[config.mk]
export PLATFORM = sky130hd
export DESIGN_NAME = uart_core_param
export DESIGN_NICKNAME = d
export VERILOG_FILES = /design/src/rtl/uart_core_param.sv
export SDC_FILE = /design/constraint.sdc
export NUM_CORES = 1
export LEC_CHECK = 0
export ABC_AREA = 1
export CAP_MARGIN = 20
export CORE_UTILIZATION = 52
export DETAILED_ROUTE_END_ITERATION = 16
export GPL_ROUTABILITY_DRIVEN = 1
export PLACE_DENSITY = 0.72
export SYNTH_ARGS = -nofsm -noshare
export SYNTH_HDL_FRONTEND = slang
export SYNTH_SLANG_ARGS = --single-unit
[constraint.sdc]
create_clock -name clk -period 1.64 [get_ports clk]
set_input_delay 0.164 -clock clk [delete_from_list [all_inputs] [get_ports clk]]
set_output_delay 0.164 -clock clk [all_outputs]
set_load 0.05 [all_outputs]
[src/rtl/uart_core_param.sv]
// Full-duplex parametrised UART: TX serialiser, oversampled RX deserialiser and RX FIFO.
// Optional parity bit in both directions when UART_PARITY_EN is defined.
`timescale 1ns/1ps
module uart_core_param #(
  parameter int unsigned DATA_BITS    = 8,
  parameter int unsigned CLKS_PER_BIT = 16,
  parameter int unsigned FIFO_DEPTH   = 4,
  parameter bit          PARITY_ODD   = 1'b0
) (
  input  logic                 clk,
  input  logic                 reset,
  input  logic [DATA_BITS-1:0] tx_data,
  input  logic                 tx_valid,
  output logic                 tx_ready,
  output logic                 tx,
  input  logic                 rx,
  output logic [DATA_BITS-1:0] rx_data,
  output logic                 rx_valid,
  input  logic                 rx_ready,
  output logic                 rx_frame_err,
  output logic                 rx_parity_err,
  output logic                 rx_overrun
);

  localparam int unsigned CW = $clog2(CLKS_PER_BIT);
  localparam int unsigned BW = $clog2(DATA_BITS);
  localparam int unsigned AW = $clog2(FIFO_DEPTH);
  localparam logic [CW-1:0] BIT_END  = CW'(CLKS_PER_BIT - 1);
  localparam logic [CW-1:0] HALF_END = CW'(CLKS_PER_BIT / 2 - 1);
  localparam logic [BW-1:0] LAST_BIT = BW'(DATA_BITS - 1);

  typedef enum logic [2:0] {TX_IDLE, TX_START, TX_DATA, TX_PARITY, TX_STOP} tx_state_t;
  typedef enum logic [2:0] {RX_IDLE, RX_START, RX_DATA, RX_PARITY, RX_STOP, RX_WAIT} rx_state_t;

  // ---------------- TX ----------------
  tx_state_t            tx_state, tx_state_n;
  logic [CW-1:0]        tx_cnt, tx_cnt_n;
  logic [BW-1:0]        tx_idx, tx_idx_n;
  logic [DATA_BITS-1:0] tx_buf, tx_buf_n;

  always_ff @(posedge clk or negedge reset) begin
    if (!reset) begin
      tx_state <= TX_IDLE;
      tx_cnt   <= '0;
      tx_idx   <= '0;
      tx_buf   <= '0;
    end else begin
      tx_state <= tx_state_n;
      tx_cnt   <= tx_cnt_n;
      tx_idx   <= tx_idx_n;
      tx_buf   <= tx_buf_n;
    end
  end

  always_comb begin
    tx_state_n = tx_state;
    tx_cnt_n   = tx_cnt + 1'b1;
    tx_idx_n   = tx_idx;
    tx_buf_n   = tx_buf;
    tx_ready   = 1'b0;
    tx         = 1'b1;
    case (tx_state)
      TX_IDLE: begin
        tx_ready = 1'b1;
        tx_cnt_n = '0;
        if (tx_valid) begin
          tx_state_n = TX_START;
          tx_buf_n   = tx_data;
          tx_idx_n   = '0;
        end
      end
      TX_START: begin
        tx = 1'b0;
        if (tx_cnt == BIT_END) begin
          tx_cnt_n   = '0;
          tx_state_n = TX_DATA;
        end
      end
      TX_DATA: begin
        tx = tx_buf[tx_idx];
        if (tx_cnt == BIT_END) begin
          tx_cnt_n = '0;
          if (tx_idx == LAST_BIT) begin
            tx_idx_n = '0;
`ifdef UART_PARITY_EN
            tx_state_n = TX_PARITY;
`else
            tx_state_n = TX_STOP;
`endif
          end else begin
            tx_idx_n = tx_idx + 1'b1;
          end
        end
      end
`ifdef UART_PARITY_EN
      TX_PARITY: begin
        tx = (^tx_buf) ^ PARITY_ODD;
        if (tx_cnt == BIT_END) begin
          tx_cnt_n   = '0;
          tx_state_n = TX_STOP;
        end
      end
`endif
      TX_STOP: begin
        if (tx_cnt == BIT_END) begin
          tx_cnt_n   = '0;
          tx_state_n = TX_IDLE;
        end
      end
      default: tx_state_n = TX_IDLE;
    endcase
  end

  // ---------------- RX ----------------
  logic rx_s1, rx_s2, rx_prev;

  always_ff @(posedge clk or negedge reset) begin
    if (!reset) begin
      rx_s1   <= 1'b1;
      rx_s2   <= 1'b1;
      rx_prev <= 1'b1;
    end else begin
      rx_s1   <= rx;
      rx_s2   <= rx_s1;
      rx_prev <= rx_s2;
    end
  end

  rx_state_t            rx_state, rx_state_n;
  logic [CW-1:0]        rx_cnt, rx_cnt_n;
  logic [BW-1:0]        rx_idx, rx_idx_n;
  logic [DATA_BITS-1:0] rx_shift, rx_shift_n;
  logic                 push_q, push_n;
  logic                 ferr_q, ferr_n;
  logic                 ovr_q;
`ifdef UART_PARITY_EN
  logic                 par_q, par_n;
  logic                 perr_q, perr_n;
`endif

  always_ff @(posedge clk or negedge reset) begin
    if (!reset) begin
      rx_state <= RX_IDLE;
      rx_cnt   <= '0;
      rx_idx   <= '0;
      rx_shift <= '0;
      push_q   <= 1'b0;
      ferr_q   <= 1'b0;
`ifdef UART_PARITY_EN
      par_q    <= 1'b0;
      perr_q   <= 1'b0;
`endif
    end else begin
      rx_state <= rx_state_n;
      rx_cnt   <= rx_cnt_n;
      rx_idx   <= rx_idx_n;
      rx_shift <= rx_shift_n;
      push_q   <= push_n;
      ferr_q   <= ferr_n;
`ifdef UART_PARITY_EN
      par_q    <= par_n;
      perr_q   <= perr_n;
`endif
    end
  end

  always_comb begin
    rx_state_n = rx_state;
    rx_cnt_n   = rx_cnt + 1'b1;
    rx_idx_n   = rx_idx;
    rx_shift_n = rx_shift;
    push_n     = 1'b0;
    ferr_n     = 1'b0;
`ifdef UART_PARITY_EN
    par_n      = par_q;
    perr_n     = 1'b0;
`endif
    case (rx_state)
      RX_IDLE: begin
        rx_cnt_n = '0;
        if (rx_prev && !rx_s2) rx_state_n = RX_START;
      end
      RX_START: begin
        // Mid-start resample: a line already back high was a glitch
        if (rx_cnt == HALF_END) begin
          rx_cnt_n   = '0;
          rx_idx_n   = '0;
          rx_state_n = rx_s2 ? RX_IDLE : RX_DATA;
        end
      end
      RX_DATA: begin
        if (rx_cnt == BIT_END) begin
          rx_cnt_n   = '0;
          rx_shift_n = {rx_s2, rx_shift[DATA_BITS-1:1]};
          if (rx_idx == LAST_BIT) begin
`ifdef UART_PARITY_EN
            rx_state_n = RX_PARITY;
`else
            rx_state_n = RX_STOP;
`endif
          end else begin
            rx_idx_n = rx_idx + 1'b1;
          end
        end
      end
`ifdef UART_PARITY_EN
      RX_PARITY: begin
        if (rx_cnt == BIT_END) begin
          rx_cnt_n   = '0;
          par_n      = rx_s2;
          rx_state_n = RX_STOP;
        end
      end
`endif
      RX_STOP: begin
        if (rx_cnt == BIT_END) begin
          rx_cnt_n = '0;
          if (!rx_s2) begin
            ferr_n     = 1'b1;
            rx_state_n = RX_WAIT;
          end
`ifdef UART_PARITY_EN
          else if (((^rx_shift) ^ PARITY_ODD) != par_q) begin
            perr_n     = 1'b1;
            rx_state_n = RX_IDLE;
          end
`endif
          else begin
            push_n     = 1'b1;
            rx_state_n = RX_IDLE;
          end
        end
      end
      RX_WAIT: begin
        rx_cnt_n = '0;
        if (rx_s2) rx_state_n = RX_IDLE;
      end
      default: rx_state_n = RX_IDLE;
    endcase
  end

  // ---------------- RX FIFO ----------------
  logic [DATA_BITS-1:0] mem [FIFO_DEPTH];
  logic [AW:0]          wr_ptr, rd_ptr;
  logic                 full, pop, do_push;

  assign full    = (wr_ptr[AW] != rd_ptr[AW]) && (wr_ptr[AW-1:0] == rd_ptr[AW-1:0]);
  assign rx_valid = (wr_ptr != rd_ptr);
  assign pop     = rx_valid && rx_ready;
  // Pop frees the head slot in the same edge, so a full FIFO can still accept
  assign do_push = push_q && (!full || pop);
  assign rx_data = mem[rd_ptr[AW-1:0]];

  always_ff @(posedge clk or negedge reset) begin
    if (!reset) begin
      wr_ptr <= '0;
      rd_ptr <= '0;
      ovr_q  <= 1'b0;
    end else begin
      if (do_push) wr_ptr <= wr_ptr + 1'b1;
      if (pop)     rd_ptr <= rd_ptr + 1'b1;
      ovr_q <= push_q && full && !pop;
    end
  end

  always_ff @(posedge clk) begin
    if (do_push) mem[wr_ptr[AW-1:0]] <= rx_shift;
  end

  assign rx_frame_err = ferr_q;
  assign rx_overrun   = ovr_q;
`ifdef UART_PARITY_EN
  assign rx_parity_err = perr_q;
`else
  assign rx_parity_err = 1'b0;
`endif

endmodule

-- Word-level counts from Yosys, hierarchy flattened
Memory sizes are Yosys's and may differ from the RTL's.
Cells that the tools add are included.
- bits in registers: 48
- RAM bits: 32
- input bits: 13
- output and inout bits: 14
- word-level logic and storage cells: 114
- memories: 1
- memory list (memory ; depth ; width ; read ports ; clocked after memory_dff ; write ports ; RTL line ; source):
    mem ; 4 ; 8 ; 1 ; 0 ; 1 ; 243 ; logic [DATA_BITS-1:0] mem [FIFO_DEPTH];
- add/sub/neg operators: 6
- magnitude comparators: 1
- equal/unequal tests: 27
- mux-type cells: 40
- reductions and logical operators: 23
- operator list (cell ; count):
    $mux W3 ; 18
    $ne A2 B2 Y1 const B ; 12
    $eq A3 B3 Y1 const B ; 5
    $pmux W3 S5 ; 1
    $add A3 B1 Y3 const B ; 4
    $mux W4 ; 3
    $pmux W3 S2 ; 2
    $pmux W3 S4 ; 1
    $pmux W4 S3 ; 1
    $mux W1 ; 10
    $add A4 B1 Y4 const B ; 2
    $eq A4 B4 Y1 const B ; 2
    $pmux W4 S2 ; 1
    $eq A3 B1 Y1 const B ; 2
    $eq A3 B2 Y1 const B ; 2
    $logic_and A1 B1 Y1 ; 6
    $logic_not A3 Y1 ; 2
    $reduce_and A6 Y1 ; 1
    $reduce_and A5 Y1 ; 1
    $eq A4 B3 Y1 const B ; 1
    $lt A3 B4 Y1 const B ; 1
    $reduce_and A2 Y1 ; 2
    $reduce_and A4 Y1 ; 1
    $reduce_bool A2 Y1 ; 2
    other kinds (11) ; 14

-- Depth between registers and ports, before layout
Gate-level depths: netlist of run 1.
- word-level depth: 7
- gate-level depth with buffers: 9
- mapped depth without buffers: 8

-- Worst setup path before layout of run 1
No wires, ideal clock.
- path type: reg-to-output
- from: reg rd_ptr[0]
- to: out rx_data[3]
- data arrival time: 1.668 ns
- data required time: 1.476 ns
- slack: -0.192 ns
- stages on the path, launching flop included: 6
- path buffers: 2
- cell sequence: dfrtp_1 -> buf_6 -> inv_1 -> buf_2 -> o21ai_0 -> o22ai_1
- cells in the longest elaborated chain, start to end: 1
- ends and longest elaborated chain (element ; RTL line ; source):
    from (decl) ; 244 ; logic [AW:0] wr_ptr, rd_ptr;
    from (signal assigned) ; 261 ; if (pop) rd_ptr <= rd_ptr + 1'b1;
    $mem_v2 Z4 W8 ; -- ;
    to (decl) ; 17 ; output logic [DATA_BITS-1:0] rx_data,
Every way passes these cells.

-- Worst setup path after layout of run 1
- from: reg rd_ptr[0]
- to: out rx_data[2]
Same word-level chain as after synthesis.

==> impl_metrics.json, run 1 <==
{
  "dr.pass1.iters": 4,
  "post-route-min-period_ns": 1.69,
  "dp_slack_ns": 0.0785,
  "drive_above_1_share_pct": 22.7,
  "numCtsBuffers": 9,
  "drt-met1-wl_mm": 3.06,
  "routedWlPerCell_um": 13.5,
  "synth_top_area_share_pct": 31.4,
  "route.vias.total": 2583,
  "slew_viol_final": 0,
  "antenna_left": 0,
  "crit_fanout": 8,
  "ys_ff_latch": 80,
  "io_pins": 27,
  "vias_per_cell": 5.30,
  "wl_mm": 6.59,
  "area_delta_synth_final_pct": 26.0,
  "hp-class": "input port to asynchronous set/reset pin",
  "cts_root_buf": "clkbuf_8",
  "p_leak_uw": 0.00212,
  "insertion_delay_ns": 0.34,
  "grt_pass1_vias": 2480,
  "cts_tree": "done",
  "synth_cell_types": 33,
  "timing.rr.end": "tx_idx[0]",
  "diodes": 0,
  "synth_largest_area_cell": "dfrtp_1",
  "crit_path_start_kind": "flip-flop",
  "syn_nets": 380,
  "drt-initial-drc-count": 97,
  "grt_max_degree": 39,
  "timing.fmax_mhz": 591,
  "outcome": "finished, violations left",
  "yosysWarnings": 0,
  "synth_edf_count": 32,
  "holdWs_ns": 0.220,
  "regToRegSetupSlack_ns": 0.06,
  "ir_drop_v": 0.000807,
  "top_layer": "met4",
  "dieArea_mm2": 0.00723,
  "tightest_slew_ns": 0.503,
  "port_buffers": 25,
  "die_x_um": 85,
  "grt_pass1_wl_mm": 11.3,
  "place.gp.congestion": 0.874,
  "grtUsageTotal_pct": 20.2,
  "worstPathRequired_ns": 1.48,
  "powerDensity_mw_per_mm2": 1470,
  "reg2reg_depth": 7,
  "clock_path_buffers": 2,
  "postSynthCellCount": 356,
  "dp_hpwl_mm": 4.50,
  "drc": 0,
  "syn-cell-area_mm2": 0.00358,
  "ys_async_sr_fraction_pct": 60.0,
  "ys.flop_type": "dfrtp_1",
  "max-slew-margin-rel_pct": 66.4,
  "fin_crit_sh_pct": 103,
  "synthTopCellsByArea": "dfrtp_1 (31%), edfxtp_1 (27%), nand2_1 (7.4%)",
  "avgSynthCellArea_um2": 10.1,
  "endpoint_kind": "primary output",
  "finalHoldViolations": 0,
  "setup_slack_ns": -0.0520,
  "arrival_ns": 1.53,
  "start_util_pct": 55.2,
  "rows": 29,
  "rsz0062_at_grt": "true",
  "setup_violations": 6,
  "clock_sinks": 80,
  "dr_wl_met2_mm": 3.21,
  "nets": 429,
  "htreeDepth": 3,
  "met3WireLength_um": 172,
  "crit_type": "flip-flop to primary output",
  "timing.max_cap.violations": 0,
  "coreArea_mm2": 0.00649,
  "die_height_um": 85,
  "final_util_pct": 69.5,
  "clk_pin_slew_ns": 0.08,
  "overflow": 0,
  "violations": "setup timing",
  "r2r-start": "tx_idx[0]",
  "finClkSkew_ns": 0.00914,
  "antenna_found_initial": 0,
  "ys_seq_area_share_pct": 60.5
}
-- through the flow --
step / instances / area [um^2] / total power [uW] / setup TNS, ns
4_1_cts: 484 / 4440 / 6530 / -0.192
3_3_place_gp: 461 / 4120 / 4710 / 0
2_1_floorplan: 356 / 3630 / 3850 / -1.30
6_report: 487 / 4510 / 6630 / -0.189
5_1_grt: 487 / 4510 / 6960 / -0.788
3_5_place_dp: 461 / 4120 / 4740 / 0
-- synthesized netlist by cell type, types with 4 or more instances --
| cell type | count |
|---|---|
| nand2_1 | 71 |
| nor2_1 | 47 |
| dfrtp_1 | 45 |
| o21ai_0 | 36 |
| edfxtp_1 | 32 |
| nand3_1 | 31 |
| inv_1 | 24 |
| ha_1 | 11 |
| o22ai_1 | 8 |
| xor2_1 | 6 |
| a21oi_1 | 4 |
| nand3_2 | 4 |
-- cells by family after synthesis --
logic type / count (synthesis) / share of synthesized area, %
AOI/OAI and AO/OA: 54 / 8.10
xor gates and xnor gates: 9 / 2.20
adders and majority gates: 11 / 3.84
buffers and inverters: 35 / 4.47
DFF: 80 / 60.5
other: 1 / 0.105
and+or+nand+nor: 166 / 20.8
-- power by group --
part / internal [uW] / total, uW / switching [uW] / leakage [uW]
Combinational: 1190 / 2760 / 1570 / 0.00106
Clock: 860 / 1580 / 719 / 0.000111
Sequential: 2160 / 2290 / 129 / 0.000942
-- placed cells by master (no fill, tap or decap), types with 4 or more instances in the layout --
master / n
inv_1: 21
o21ai_1: 15
o21ai_2: 4
nand3_2: 4
nor2_2: 5
edfxtp_1: 32
ha_1: 11
dfrtp_1: 43
clkdlybuf4s50_1: 11
nor2_1: 41
nand2_1: 68
buf_4: 18
o22ai_2: 7
nand3_1: 31
o21ai_0: 21
xor2_1: 6
clkbuf_8: 9
buf_12: 13
a21oi_1: 4
nand2_2: 5
-- registers in the layout (all words and copies together) (netlist names) --
name	flops
push_q	1
wr_ptr	3
rd_ptr	3
tx_idx	3
tx_state	3
rx_s1	1
rx_shift	8
rx_state	3
mem	32
rx_prev	1
tx_buf	8
rx_cnt	4
rx_s2	1
rx_overrun	1
rx_frame_err	1
rx_idx	3
tx_cnt	4
-- cell type report --
class                      instances  area [um^2]
fill                             438         1980
clock inverter                     7         95.1
sequential                        80         2170
timing repair buffer              47          559
clock buffer                       9          124
tap                               77         96.3
multi-input combinational        241         1370
inverter                          26          104
-- worst max-delay path by stage --
stage | depth (start not counted) | end | slack [ns] | start
floorplan | 6 | mem[0][0] | -0.04 | rd_ptr[0]
global placement | 6 | mem[0][0] | 0.17 | rx_ready
detailed placement | 6 | tx_idx[0] | 0.08 | tx_idx[0]
CTS | 5 | rx_data[3] | -0.04 | rd_ptr[0]
global route | 6 | rx_data[2] | -0.12 | rd_ptr[0]
finish | 6 | rx_data[2] | -0.05 | rd_ptr[0]
-- critical path, cell delays in order (launching register included) --
cell	delay, ns
dfrtp_2	0.44
clkinvlp_4	0.13
buf_12	0.14
buf_8	0.12
nor2_4	0.11
o22ai_4	0.09
buf_12	0.16
-- what timing repair did --
| item | 4_1_cts | 5_1_grt |
|---|---|---|
| resized for setup | 28 | 15 |
| setup endpoints to repair | 9 | 18 |
| gates cloned | 0 | 0 |
| pin swaps | 6 | 7 |
| buffers inserted | 6 | 3 |
| hold buffers | 1 | 0 |
| endpoints found under the hold margin | 10 | 0 |
-- routing by layer --
metal | global-route usage (%) | up-vias
met5 | 0 | -
met4 | 9.86 | 0
met3 | 3.11 | 13
met2 | 33.1 | 54
met1 | 26.7 | 1222
li1 | - | 1294
Power figures use the tool's default switching activity.
==> run 2: changes to the inputs <==
--- a/config.mk
+++ b/config.mk
@@ -7,10 +7,13 @@
 export LEC_CHECK = 0
 export ABC_AREA = 1
 export CAP_MARGIN = 20
-export CORE_UTILIZATION = 52
+export CELL_PAD_IN_SITES_DETAIL_PLACEMENT = 1
+export CELL_PAD_IN_SITES_GLOBAL_PLACEMENT = 2
+export CORE_UTILIZATION = 34
 export DETAILED_ROUTE_END_ITERATION = 16
 export GPL_ROUTABILITY_DRIVEN = 1
 export PLACE_DENSITY = 0.72
+export SKIP_LAST_GASP = 1
 export SYNTH_ARGS = -nofsm -noshare
 export SYNTH_HDL_FRONTEND = slang
 export SYNTH_SLANG_ARGS = --single-unit
==> run 2 against run 1 <==
Effect of this change: the flow still finishes with violations (setup timing); highest routed layer unchanged; critical path depth down 1; total power down 3.0%; sequential cell count unchanged; largest cell class unchanged; clock power down 12%; die area up 52%; critical path type unchanged; first-iteration DRC count down 28%; cell count up 13%.
==> impl_metrics.json, run 2 (same netlist as run 1, synthesis figures left out) <==
{
  "htreeDepth": 3,
  "clk_pin_slew_ns": 0.10,
  "timing.fmax_mhz": 591,
  "dr.pass1.iters": 4,
  "vias_per_cell": 4.71,
  "dr_wl_met2_mm": 3.78,
  "fin_crit_sh_pct": 103,
  "route.vias.total": 2586,
  "outcome": "finished, violations left",
  "dieArea_mm2": 0.0110,
  "placed_cells": 522,
  "dp_hpwl_mm": 5.43,
  "holdCritStartpoint": "rx",
  "io_pins": 27,
  "clock_path_buffers": 2,
  "nets": 432,
  "r2r-start": "rd_ptr[1]",
  "drt-initial-drc-count": 70,
  "finClkSkew_ns": 0.0130,
  "port_buffers": 25,
  "cpMostUsedCell": "buf_12",
  "overflow": 0,
  "slew_viol_final": 0,
  "final_cells": 549,
  "insertion_delay_ns": 0.36,
  "critPathMaxStageDelay_ns": 0.47,
  "drt-met1-wl_mm": 3.60,
  "final_common_cell": "nand2_1",
  "setup_tns_ns": -0.241,
  "finalHoldViolations": 0,
  "clock_sinks": 80,
  "grt_max_degree": 27,
  "crit_path_start": "rd_ptr[0]",
  "dp_slack_ns": 0.0946,
  "post-route-min-period_ns": 1.69,
  "setup_violations": 8,
  "path_buf_inv": 3,
  "rows": 37,
  "start_util_pct": 34.9,
  "top_layer": "met4",
  "timing.max_cap.violations": 0,
  "crit_path_start_kind": "flip-flop",
  "rsz0062_at_grt": "true",
  "grtUsageTotal_pct": 15.1,
  "violations": "setup timing",
  "worstPathRequired_ns": 1.48,
  "p_leak_uw": 0.00210,
  "hp-class": "input port to flip-flop",
  "numCtsBuffers": 9,
  "crit_fanout": 17,
  "die_x_um": 105,
  "die_height_um": 105,
  "nFillCells": 1174,
  "slowest_stage": "dfrtp_2",
  "grt_pass1_wl_mm": 13.1,
  "endpoint_kind": "primary output",
  "setup_slack_ns": -0.0519,
  "drc": 0,
  "cts_tree": "done",
  "grt_pass1_vias": 2700,
  "mostFrequentLayoutCells": "nand2_1 (67), dfrtp_1 (43), nor2_1 (41)",
  "powerDensity_mw_per_mm2": 1400,
  "ir_drop_v": 0.000739,
  "largest_reg_flops": 32,
  "antenna_found_initial": 0,
  "arrival_ns": 1.53,
  "path_cells": "clkinvlp_4, buf_12, nor2_1, o22ai_2, buf_12",
  "antenna_left": 0,
  "wl_mm": 7.65,
  "routedWlPerCell_um": 13.9,
  "place.gp.congestion": 0.746,
  "crit_type": "flip-flop to primary output",
  "drive_above_1_share_pct": 25.7,
  "coreArea_mm2": 0.0103,
  "cts_root_buf": "clkbuf_8",
  "met3WireLength_um": 176,
  "area_delta_synth_final_pct": 28.0,
  "path_delay_family": "flip-flops",
  "diodes": 0,
  "holdWs_ns": 0.210
}
-- run 2: timing repair --
| action | 4_1_cts | 5_1_grt |
|---|---|---|
| gates resized for setup | 31 | 21 |
| hold buffers | 1 | 0 |
| endpoints found under the setup margin | 10 | 49 |
| pin swaps | 7 | 10 |
| setup buffers | 5 | 5 |
| hold endpoints to repair | 45 | 0 |
-- run 2: metal layers --
layer / GRT usage [%] / up-vias
met1: 19.8 / 1254
met4: 4.33 / 0
met2: 24.6 / 27
li1: - / 1299
met5: 0 / -
met3: 3.93 / 6
-- run 2: cell type report --
cell class                 count  area [um^2]  area share [%]
multi-input combinational    241         1380            30.0
tap                          136          170            3.71
inverter                      26          105            2.29
clock inverter                 7         62.6            1.36
sequential                    80         2170            47.3
timing repair buffer          50          581            12.7
clock buffer                   9          124            2.70
-- run 2: worst paths after layout --
path                         endpoint  slack (ns)  cells after the start
min                             rx_s1        0.21                      1
max reg2reg                 mem[2][3]        0.07                      7
min in group asynchronous   tx_buf[3]        0.23                      2
min reg2reg                     rx_s2        0.36                      0
max in group asynchronous     rx_prev        0.86                      3
max                        rx_data[0]       -0.05                      5
-- run 2: metrics by stage --
stage,instance area (um^2),util (%),power [uW]
6_report,4590,44.6,6440
3_3_place_gp,4210,40.9,4770
2_1_floorplan,3630,-,3850
3_5_place_dp,4210,40.9,4810
5_1_grt,4590,44.6,6820
4_1_cts,4490,43.7,6410
-- run 2: power by group --
part / switching [uW] / leakage (uW) / internal [uW] / total [uW]
registers: 136 / 0.000942 / 2160 / 2300
logic: 1570 / 0.00107 / 1180 / 2750
clock network: 809 / 0.0000923 / 579 / 1390
total: 2510 / 0.00210 / 3920 / 6440
==> run 3: changes to the inputs <==
--- a/config.mk
+++ b/config.mk
@@ -13,6 +13,7 @@
 export DETAILED_ROUTE_END_ITERATION = 16
 export GPL_ROUTABILITY_DRIVEN = 1
 export PLACE_DENSITY = 0.72
+export SKIP_CTS_REPAIR_TIMING = 1
 export SKIP_LAST_GASP = 1
 export SYNTH_ARGS = -nofsm -noshare
 export SYNTH_HDL_FRONTEND = slang
==> run 3 against run 2 <==
Effect of this change: the run still ends with setup timing left; combinational power fell by 3%; highest routed layer unchanged; sequential share of layout area is 0.35 points higher; global-route usage down 0.26 points; maximum frequency is 2.5% lower.
==> impl_metrics.json, run 3 (same netlist as run 1, synthesis figures left out) <==
{
  "outcome": "finished, violations left",
  "violations": "setup timing",
  "grtUsageTotal_pct": 14.9,
  "start_util_pct": 34.9,
  "clk_pin_slew_ns": 0.10,
  "dr.pass1.iters": 4,
  "nets": 429,
  "io_pins": 27,
  "coreArea_mm2": 0.0103,
  "mostFrequentLayoutCells": "nand2_1 (66), dfrtp_1 (43), nor2_1 (39)",
  "drc": 0,
  "cts_root_buf": "clkbuf_8",
  "dp_slack_ns": 0.0946,
  "htreeDepth": 3,
  "wl_mm": 7.51,
  "dpl_cell_area_mm2": 0.00421,
  "critPathMaxStageDelay_ns": 0.46,
  "slew_viol_final": 0,
  "cpMostUsedCell": "buf_12",
  "crit_fanout": 9,
  "holdWs_ns": 0.210,
  "area_delta_synth_final_pct": 27.1,
  "powerDensity_mw_per_mm2": 1400,
  "hp-class": "input port to flip-flop",
  "arrival_ns": 1.57,
  "post-route-min-period_ns": 1.74,
  "insertion_delay_ns": 0.36,
  "die_height_um": 105,
  "antenna_left": 0,
  "path_delay_family": "buffers and inverters",
  "vias_per_cell": 4.71,
  "rows": 37,
  "diodes": 0,
  "final_cells": 546,
  "path_buf_inv": 4,
  "fin_area_mm2": 0.00455,
  "endpoint_kind": "primary output",
  "ir_drop_v": 0.000737,
  "clock_path_buffers": 2,
  "port_buffers": 25,
  "dp_hpwl_mm": 5.43,
  "grt_pass1_wl_mm": 12.9,
  "place.gp.congestion": 0.746,
  "fin_crit_sh_pct": 106,
  "hold_depth": 1,
  "worstPathRequired_ns": 1.48,
  "p_leak_uw": 0.00208,
  "path_cells": "clkinvlp_4, buf_12, buf_4, nor2_2, o22ai_2, buf_12",
  "setup_slack_ns": -0.0960,
  "overflow": 0,
  "placed_cells": 522,
  "setup_violations": 10,
  "route.vias.total": 2572,
  "clock_sinks": 80,
  "grt_pass1_vias": 2666,
  "rsz0062_at_grt": "true",
  "reg2reg_depth": 6,
  "routedWlPerCell_um": 13.8,
  "timing.max_cap.violations": 0,
  "numCtsBuffers": 9,
  "largest_reg_flops": 32,
  "antenna_found_initial": 0,
  "slowest_stage": "dfrtp_2",
  "drt-initial-drc-count": 69,
  "die_x_um": 105,
  "drive_above_1_share_pct": 23.9,
  "finalHoldViolations": 0,
  "cts_tree": "done",
  "timing.fmax_mhz": 576,
  "dieArea_mm2": 0.0110,
  "finClkSkew_ns": 0.0135,
  "crit_path_start_kind": "flip-flop",
  "grt_max_degree": 27,
  "final_common_cell": "nand2_1",
  "crit_type": "flip-flop to primary output",
  "worstSetupPathDepth": 6
}
run 3: cell types whose count changed in the layout (fill, tap and decap cells not counted), sizes merged:
cell	before	now
buf	38	35
run 3: worst register-to-register path: cells and delay by family, from the launching register on:
family | cells | cell delay (ns)
xor+xnor | 1 | 0.17
buf+inv | 1 | 0.16
flops | 1 | 0.47
simple gates | 4 | 0.48
run 3: final cells by class:
cell class / count / area, um^2
fillers: 1175 / 5720
repair buffers: 47 / 562
multi-input cells: 241 / 1360
clock buffers: 9 / 124
flip-flops and latches: 80 / 2170
clock inverters: 7 / 62.6
inverters: 26 / 105
well taps: 136 / 170
run 3: power by group:
part           internal, uW  total [uW]  leakage [uW]  switching (uW)
logic                  1140        2670       0.00104            1530
registers              2160        2300      0.000942             137
clock network           579        1390     0.0000923             809
run 3: path summary, 6_finish.rpt:
path                            slack, ns       from         end
worst max-delay path                 -0.1  rd_ptr[0]  rx_data[0]
worst min-delay path                 0.21         rx       rx_s1
worst max register to register       0.11  rd_ptr[0]   mem[0][3]
worst min register to register       0.36      rx_s1       rx_s2
max in group asynchronous            0.85      reset     rx_prev
min in group asynchronous            0.23      reset   tx_buf[3]
run 3: metal layers:
layer  wire [um]  up-vias  GRT usage [%]
met3         232        7           3.93
met4          77        0           4.33
li1            -     1289              -
met1        3530     1243           19.5
met2        3670       33           24.1
met5           0        -              0
run 3: stage by stage:
stage | TNS, ns | total power [uW] | util, %
finish | -0.595 | 6350 | 44.3
floorplan | -1.30 | 3850 | -
global placement | 0 | 4770 | 40.9
global route | -1.50 | 6750 | 44.3
detailed placement | 0 | 4810 | 40.9
CTS | -2.07 | 6210 | 42.8
==> RTL change: new RTL, settings of run 2 <==
Register the output `rx_frame_err` once more, without a reset; this adds one clock of latency there. The other outputs are not delayed to match.
--- a/src/rtl/uart_core_param.sv
+++ b/src/rtl/uart_core_param.sv
@@ -268,5 +268,7 @@
   end
 
-  assign rx_frame_err = ferr_q;
+  always_ff @(posedge clk) begin
+    rx_frame_err <= ferr_q;
+  end
   assign rx_overrun   = ovr_q;
 `ifdef UART_PARITY_EN
Check against the original RTL: same outputs for any inputs over 10 cycles, from zero or initial values and one cycle with reset low; that may be too few to reach the edited logic, so the function may still have changed.
==> RTL change against run 2 <==
  * The flow still finishes with violations (negative setup slack)
  * Design area increased by 1.0%
  * Area after synthesis grew 0.56%
  * Setup slack worse by 0.011 ns
  * Maximum frequency fell by 0.65%
  * Power up 6.8%
  * Wire length up 0.16%
  * Sequential cell count rose by 1
  * Via count increased by 0.15%
  * Largest cell class unchanged
  * Largest power group unchanged
==> RTL change: results (changes against run 2) <==
| Metric | Value |
|---|---|
| Run status | finished, violations left (unchanged) |
| Failing checks | negative setup slack (unchanged) |
| Layout Nets | 430 (was 432) |
| 1st-iter DRT viols | 79 (was 70) |
| Ys async rst share | 0.593 (was 0.600) |
| Worst-case reg-to-reg path depth | 6 (was 7) |
| CTS resizes | 25 (was 31) |
| Worst vdd ir | 0.906 mV (was 0.739 mV) |
| Routed vias/inst | 4.73 (was 4.71) |
| Tightest hold margin | 0.214 ns (was 0.210 ns) |
| Pin count of the biggest net entering global routing | 49 (was 27) |
| Post-Synth XOR/XNOR Area | 0.0219 (was 0.0220) |
| Met1 usage | 0.194 (was 0.198) |
| Layout cells sized above 1 | 0.238 (was 0.257) |
| Crit path from | rd_ptr[1]$_DFFE_PN0P_ (was rd_ptr[0]$_DFFE_PN0P_) |
| Startpoint of the worst register-to-register path | tx_idx[0]$_DFFE_PN0P_ (was rd_ptr[1]$_DFFE_PN0P_) |
| FF-to-FF End | tx_idx[0]$_DFFE_PN0P_ (was mem[2][3]$_DFFE_PP_) |
| Routed Wire Length | 7660 µm (was 7650 µm) |
| Number of global-route vias before repair | 2702 (was 2700) |
| RePlAce Congestion | 0.754 (was 0.746) |
| Worst setup margin | -0.0630 ns (was -0.0519 ns) |
| Aggregate global-route resource usage | 0.152 (was 0.151) |
| Sequential share of the synthesized area | 0.607 (was 0.605) |
| Top cell family by delay on the critical path | buffers and inverters (was flip-flops) |
| Worst Path Max Fanout | 8 (was 17) |
| Max incr delay on CP | 0.41 ns (was 0.47 ns) |
| Compound-Gate Fraction of Synth Area | 0.0806 (was 0.0810) |
| Post-synth cell types | 34 (was 33) |
| Layout Skew | 0.0101 ns (was 0.0130 ns) |
| Synthesized Nets | 381 (was 380) |
| Leakage | 2.14 nW (was 2.10 nW) |
| Synth Area in Adders | 0.0382 (was 0.0384) |
| Final setup fails | 6 (was 8) |
| Fillers | 1136 (was 1174) |
| Pre-CTS WS | 0.0983 ns (was 0.0946 ns) |
| First-pass GRT wire length | 13200 µm (was 13100 µm) |
| WL met2 | 3750 µm (was 3780 µm) |
==> RTL change: where the power goes <==
part           internal [W]  switching (W)
clock               0.00105       0.000819
combinational       0.00112        0.00156
sequential          0.00219       0.000135
==> RTL change: final cells by class <==
cell class	count	area, µm²	share of cell area
Clock inverter	7	133	0.0286
Inverter	26	104	0.0224
Sequential cell	81	2190	0.472
Clock buffer	9	124	0.0267
Timing Repair Buffer	47	551	0.119
Multi-Input combinational cell	241	1360	0.294
Tap cell	136	170	0.0367
==> RTL change: metrics by stage <==
step,util,std cells,setup TNS (ns),cell area [µm²]
floorplan,-,357,-1.30,3650
CTS,0.441,542,-0.273,4530
global placement,0.411,523,0,4230
global route,0.451,547,-1.15,4630
detailed placement,0.411,523,0,4230
finish,0.451,547,-0.265,4630
